## config.mk

```make
export PLATFORM = sky130hd
export DESIGN_NAME = sn_write_queue
export DESIGN_NICKNAME = d
export VERILOG_FILES = /design/src/rtl/sn_write_queue.sv
export SDC_FILE = /design/constraint.sdc
export NUM_CORES = 1
export LEC_CHECK = 0
export ABC_CLOCK_PERIOD_IN_PS = 2300
export BUFFER_PORTS_ARGS = -buffer_cell sky130_fd_sc_hd__buf_4
export CAP_MARGIN = 0
export CORE_AREA = 3 3 90 92
export DETAILED_ROUTE_END_ITERATION = 10
export DIE_AREA = 0 0 93 95
export PLACE_DENSITY = 0.8
export SLEW_MARGIN = 20
export SYNTH_ARGS = -nofsm -noshare
export SYNTH_HDL_FRONTEND = slang
export SYNTH_SLANG_ARGS = --single-unit
```

## constraint.sdc

```tcl
create_clock -name CLK -period 2.3 [get_ports CLK]
set_clock_uncertainty 0.1 [all_clocks]
set_input_delay 0.345 -clock CLK [delete_from_list [all_inputs] [get_ports CLK]]
set_output_delay 0.345 -clock CLK [all_outputs]
set_load 0.02 [all_outputs]
```

## src/rtl/sn_write_queue.sv

```systemverilog
// sn_write_queue: byte FIFO in front of an SN76489-style generator.
// Replays queued bytes on the nWE/nCE/D strobe and paces each one on READY.
module sn_write_queue #(
    parameter int unsigned DEPTH   = 8,
    parameter int unsigned TIMEOUT = 63
) (
    input  logic                   CLK,
    input  logic                   nRST,
    input  logic                   wr_valid,
    input  logic [7:0]             wr_data,
    output logic                   wr_ready,
    output logic [$clog2(DEPTH):0] level,
    output logic                   busy,
    output logic                   timeout_err,
    output logic                   nWE,
    output logic                   nCE,
    output logic [7:0]             D,
    input  logic                   READY
);

    localparam int unsigned AW = $clog2(DEPTH);
    localparam int unsigned LW = AW + 1;
    localparam int unsigned CW = (TIMEOUT < 1) ? 1 : $clog2(TIMEOUT + 1);

    typedef enum logic [1:0] {
        IDLE    = 2'd0,
        STROBE  = 2'd1,
        RELEASE = 2'd2,
        GAP     = 2'd3
    } state_t;

    state_t          state;
    logic [7:0]      mem [DEPTH];
    logic [AW-1:0]   wr_ptr;
    logic [AW-1:0]   rd_ptr;
    logic [CW-1:0]   wait_cnt;
    logic            push;
    logic            pop;
    logic            cnt_expired;

    // Occupancy-derived status; none of it looks at wr_valid directly.
    assign wr_ready    = (level != LW'(DEPTH));
    assign busy        = (state != IDLE) || (level != '0);
    assign push        = wr_valid && wr_ready;
    assign pop         = (state == IDLE) && (level != '0);
    assign cnt_expired = (wait_cnt == CW'(TIMEOUT));

    // Storage array: no reset needed, occupancy is tracked by the pointers.
    always_ff @(posedge CLK) begin
        if (nRST && push) begin
            mem[wr_ptr] <= wr_data;
        end
    end

    // Pointers wrap naturally because DEPTH is a power of two.
    always_ff @(posedge CLK) begin
        if (!nRST) begin
            wr_ptr <= '0;
            rd_ptr <= '0;
            level  <= '0;
        end else begin
            if (push) begin
                wr_ptr <= wr_ptr + AW'(1);
            end
            if (pop) begin
                rd_ptr <= rd_ptr + AW'(1);
            end
            case ({push, pop})
                2'b10:   level <= level + LW'(1);
                2'b01:   level <= level - LW'(1);
                default: level <= level;
            endcase
        end
    end

    // Strobe sequencer: STROBE waits for READY low, RELEASE waits for READY high.
    always_ff @(posedge CLK) begin
        if (!nRST) begin
            state       <= IDLE;
            nWE         <= 1'b1;
            nCE         <= 1'b1;
            D           <= 8'h00;
            wait_cnt    <= '0;
            timeout_err <= 1'b0;
        end else begin
            timeout_err <= 1'b0;
            case (state)
                IDLE: begin
                    if (pop) begin
                        D        <= mem[rd_ptr];
                        nWE      <= 1'b0;
                        nCE      <= 1'b0;
                        wait_cnt <= '0;
                        state    <= STROBE;
                    end
                end
                STROBE: begin
                    if (!READY) begin
                        nWE      <= 1'b1;
                        nCE      <= 1'b1;
                        wait_cnt <= '0;
                        state    <= RELEASE;
                    end else if (cnt_expired) begin
                        // Generator never took the byte; drop it and move on.
                        nWE         <= 1'b1;
                        nCE         <= 1'b1;
                        wait_cnt    <= '0;
                        timeout_err <= 1'b1;
                        state       <= RELEASE;
                    end else begin
                        wait_cnt <= wait_cnt + CW'(1);
                    end
                end
                RELEASE: begin
                    if (READY) begin
                        state <= GAP;
                    end else if (cnt_expired) begin
                        timeout_err <= 1'b1;
                        state       <= GAP;
                    end else begin
                        wait_cnt <= wait_cnt + CW'(1);
                    end
                end
                GAP: begin
                    state <= IDLE;
                end
                default: begin
                    nWE   <= 1'b1;
                    nCE   <= 1'b1;
                    state <= IDLE;
                end
            endcase
        end
    end

endmodule

```

# Word-level counts from Yosys, hierarchy flattened
# Memories as Yosys holds them, arrays and structs flattened. A register that Yosys moved wholly into a read port is not among the register bits.
# Cells that the tools add are included.
# totals
in_bits	12
memories	1
rom_bits	0
out_inout_bits	17
latchBits	0
ff_bits	20
ram_bits	64
wordCells	63
# op_classes
div	0
n_mux	23
addsub	5
bitwise_logic	0
shift	0
n_lt_le_gt_ge	0
n_eq_ne	12
n_mul	0
reduce_logical	15
# mem_list
memory	depth	word_bits	read_ports	rd_ports_with_merged_regs	wr	line	text
mem	8	8	1	1	1	33	logic [7:0] mem [DEPTH];
# ops
op	n
$mux 6	5
$pmux 6 s3	1
$mux 2	5
$mux 1	8
$pmux 2 s4	1
$pmux 4 s2	1
$add 3x1->3 const B	2
$add 6x1->6 const B	1
$eq 2x2->1 const B	3
$eq 6x6->1 const B	1
$ne 2x2->1 const B	3
$ne 3x3->1 const B	2
$reduce_and 3->1	2
$reduce_bool 2->1	3
$add 4x1->4 const B	1
$eq 2x1->1 const B	2
$ne 4x4->1 const B	1
$pmux 1 s2	2
$reduce_and 4->1	1
$reduce_bool 4->1	1
$sub 4x1->4 const B	1
$logic_and 1x1->1	3
$reduce_bool 3->1	1
$logic_not 2->1	1
3 further kinds	3

# Logic depth before layout (Yosys ltp)
# depth
depth_word	5
mapped_depth	12
mapped_depth_nobuf	11

# Worst setup path before layout
# No wires, ideal clock.
# synth_timing
path_kind	register -> register
from	register level[1]
to	register level[2]
path_buffers	2
period_less_slack_ns	2.617
t_arrival_ns	2.446
path_stages_with_launch	13
t_required_ns	2.129
setup_slack_ns	-0.317
setup_time_ns	0.071
cell_sequence	dfxtp_1 -> buf_2 -> or4_4 -> nand2_2 -> inv_2 -> buf_2 -> ha_1 -> xor2_1 -> ha_1 -> a21oi_1 -> xor2_1 -> or3_1 -> a21oi_1
# synth_via
elab_chain_cells	4
elab_cells_between_ends	10
classes_between	2 x add/sub; 3 x eq/ne; 1 x mux; 4 x reduce/logical
# synth_rtl
item	line	text
from (decl)	12	output logic [$clog2(DEPTH):0] level,
from (signal assigned)	69	2'b10: level <= level + LW'(1);
from (signal assigned)	70	2'b01: level <= level - LW'(1);
from (signal assigned)	71	default: level <= level;
$reduce_bool 4->1 (*)	45	assign pop = (state == IDLE) && (level != '0);
$logic_and 1x1->1 (*)	45	
via pop	38	logic pop;
$eq 2x1->1 / $eq 2x2->1 (equally long branches)	68	case ({push, pop})
$pmux 4 s2 / $reduce_bool 2->1 (equally long branches)	-	
# The timed path passes the listed nets; every way through them passes the cells marked *.
# A chain may end at the register's enable or synchronous reset.

# Final worst setup path
# layout_timing
from	register level[1]
to	register level[2]
# layout_via
elab_chain_cells	4
elab_cells_between_ends	10
classes_between	2 x add/sub; 3 x eq/ne; 1 x mux; 4 x reduce/logical
# layout_rtl
item	line
$ne 4x4->1 / $reduce_bool 4->1 (equally long branches)	42, 45
$logic_and 1x1->1 (on tied branches)	44, 45
$eq 2x1->1 / $eq 2x2->1 (equally long branches)	68
$pmux 4 s2 / $reduce_bool 2->1 (equally long branches)	-
# Parallel ways exist; a longest one is shown, timed or not.

==> impl_metrics.ini <==
[run_status]
status = completed

[die]
die_y_um = 95
io_pins = 29
rows = 31
die-width_um = 93
start_util = 0.5359
dieArea_mm2 = 0.008835
core-area_mm2 = 0.007292

[synth]
syn-cell-area_mm2 = 0.003907
synthMuxAreaShare = 0.1204
synth_top_family_by_area = multiplexers
synth-simple-area-share = 0.08774
synth_compound_area_frac = 0.08229
async_reset_ff_frac = 0
synthesis.nets = 290
ys.flop_type = edfxtp_1
yosys.area.top_type_share = 0.4918
yosysUniqueCellTypes = 46
ys_ff_latch = 92
synth_top_area_cell = edfxtp_1
netlist_instances = 268
yosysWarnings = 0
synth_edf_count = 64
synth_area_leaders = edfxtp_1, dfxtp_1, mux4_2, ha_1, mux2i_1
synth_xor_xnor_area_share = 0.01761
synthTopCellsByCount = edfxtp_1, dfxtp_1, a21oi_1
yosysSeqAreaShare = 0.6353
synth_most_common_cell = edfxtp_1
synth_fa_ha_area_frac = 0.03202
synth.avg_cell_area_um2 = 14.58

[sta]
rsz0062_at_grt = yes
fin_crit_sh = 0.9923
setup_slack_ns = 0.01769
period_needed_ns = 2.282
hold_viol = 0
setup_viol_count_final = 0
slew_headroom = 0.4023
slew_viol_final = 0
worstMarginPinSlew_ns = 0.8932
fmax_mhz = 438.2

[clock_tree]
cts-buffers-inserted = 9
clk_pin_slew_worst_paths_ns = 0.10
cts_tree = done
cts.sinks = 92
htree_levels = 3
clock_path_buffers = 2
cts_hold_buf = 0
cts_root_buffer = clkbuf_8
clock_latency_ns = 0.35

[place]
placedCellCount = 406
gp_congestion = 0.8305
post-dp-hpwl_um = 5109
portBuffers = 28
pre_cts_slack_ns = -0.06987

[setup_path]
crit_path_start_kind = register
r2r_cells = 10
r2r-start = level[1]
r2r_end = level[2]
crit_start = level[1]
endpoint_kind = register
endpoint = level[2]
cp.arrival_ns = 2.46
r2r_slack_ns = 0.02
crit_required_ns = 2.48
critPathMaxFanout = 3
critPathKind = register to register

[final_layout]
fin_nets = 348
area_delta_synth_final_pct = 20.43
drive_above_1_share = 0.3384
multi_input_area_mm2 = 0.001399
fillCellCount = 545
diodes = 0
seq_area_mm2 = 0.002487
fin_util = 0.6453
layoutNonFillerInstCount = 430

[drt]
drc = 0
drt_iter0_markers = 190
wl_per_cell_um = 18.25
routed_wl_um = 7848
vias = 2448
firstDrtPassIters = 4
drt-vias-per-instance = 5.693
final_antenna_net_count = 0

[grt]
grt_use_total = 0.1890
grt_max_degree = 20
grt_pass1_wl_um = 12410
grt_pass1_vias = 2379
antenna_found_initial = 0
grt_overflow = 0

[hold_path]
holdCritPathClass = input port to register

[power]
power_density_mw_per_mm2 = 1088
peakVddDrop_v = 0.0005156
p_leak_uw = 0.001682

[job]
drv_cap = 0
cell type report:
class                   instances  share of cell area
clock buffers                   9             0.02632
clock inverters                 7             0.01835
repair buffers                 60             0.09838
well taps                      99             0.02632
inverters                       6            0.004786
flip-flops and latches         92              0.5286
multi-input cells             157              0.2973
power breakdown:
part / switching (µW) / internal, µW / total (µW)
sequential: 97.4 / 1920 / 2020
combinational: 990 / 973 / 1960
clock: 609 / 529 / 1140
worst max-delay path: stages (launching register included):
cell	delay, ns
dfxtp_2	0.34
or4_4	0.55
nand2_4	0.08
inv_2	0.05
ha_4	0.16
xor2_2	0.14
ha_2	0.18
a21oi_2	0.11
xor2_1	0.08
or3_1	0.30
a21oi_1	0.12
cell usage in the layout, fill, tap and decap left out, drive strengths merged, types with 2 or more instances in the layout:
master / n
nor3: 6
o221ai: 3
nor2: 9
nor4: 3
a211oi: 2
o211ai: 2
and3: 3
a21o: 3
xor2: 6
edfxtp: 64
mux2i: 11
dfxtp: 28
nand2b: 4
ha: 10
nand4: 2
mux4: 16
inv: 10
a21oi: 21
nand3: 6
nand2: 16
nor3b: 3
o21ai: 13
a32o: 3
clkbuf: 9
or3: 2
buf: 60
nand4b: 2
registers in the layout, indices dropped and copies added (netlist names):
name,flops
nCE,1
wr_ptr,3
timeout_err,1
mem,64
state,2
rd_ptr,3
level,4
D,8
wait_cnt,6
metal layers:
layer / global-route usage / part of all wire / vias up / wire (µm)
met5: 0 / 0 / - / 0
met4: 0.06838 / 0.013 / 0 / 104
met3: 0.03825 / 0.054 / 11 / 421
met2: 0.3011 / 0.50 / 73 / 3949
met1: 0.2596 / 0.43 / 1212 / 3372
li1: - / - / 1152 / -
worst min path at each step:
stage	slack (ns)	start	endpoint	depth (start not counted)
after floorplan	0.34	wr_data[0]	mem[0][0]	0
after global placement	0.38	wait_cnt[1]	wait_cnt[1]	2
after detailed placement	0.38	level[3]	level[3]	2
after CTS	0.10	wr_data[5]	mem[1][5]	1
after global routing	0.10	wr_data[7]	mem[5][7]	1
final	0.12	wr_data[5]	mem[0][5]	1
timing repair:
| action | in CTS | in global routing |
|---|---|---|
| gates resized for setup | 2 | 6 |
| gates cloned | 0 | 0 |
| pin swaps | 3 | 0 |
| endpoints found under the hold margin | 0 | 0 |
| endpoints found under the setup margin | 2 | 4 |
| setup buffers | 8 | 0 |
logic make-up (layout without fill, tap and decap cells):
family | after synthesis | after routing
adder cells (fa/ha/maj) | 10 | 10
buffers and inverters | 19 | 82
AO/OA/AOI/OAI | 52 | 52
AND/OR/NAND/NOR | 61 | 61
flip-flops | 92 | 92
multiplexers | 27 | 27
XOR/XNOR | 7 | 7
stage by stage:
| step | instance area, µm² | TNS [ns] | total power [µW] | hold WS (ns) |
|---|---|---|---|---|
| after global routing | 4706 | -0.1171 | 5401 | 0.1025 |
| after global placement | 4393 | -0.03400 | 3721 | 0.3788 |
| after floorplan | 3955 | -0.1444 | 3238 | 0.3439 |
| final | 4706 | 0 | 5118 | 0.1172 |
| after detailed placement | 4393 | -0.07892 | 3783 | 0.3810 |
| after CTS | 4674 | 0 | 5074 | 0.1047 |
Note: power is estimated with default switching activity, not from simulation.
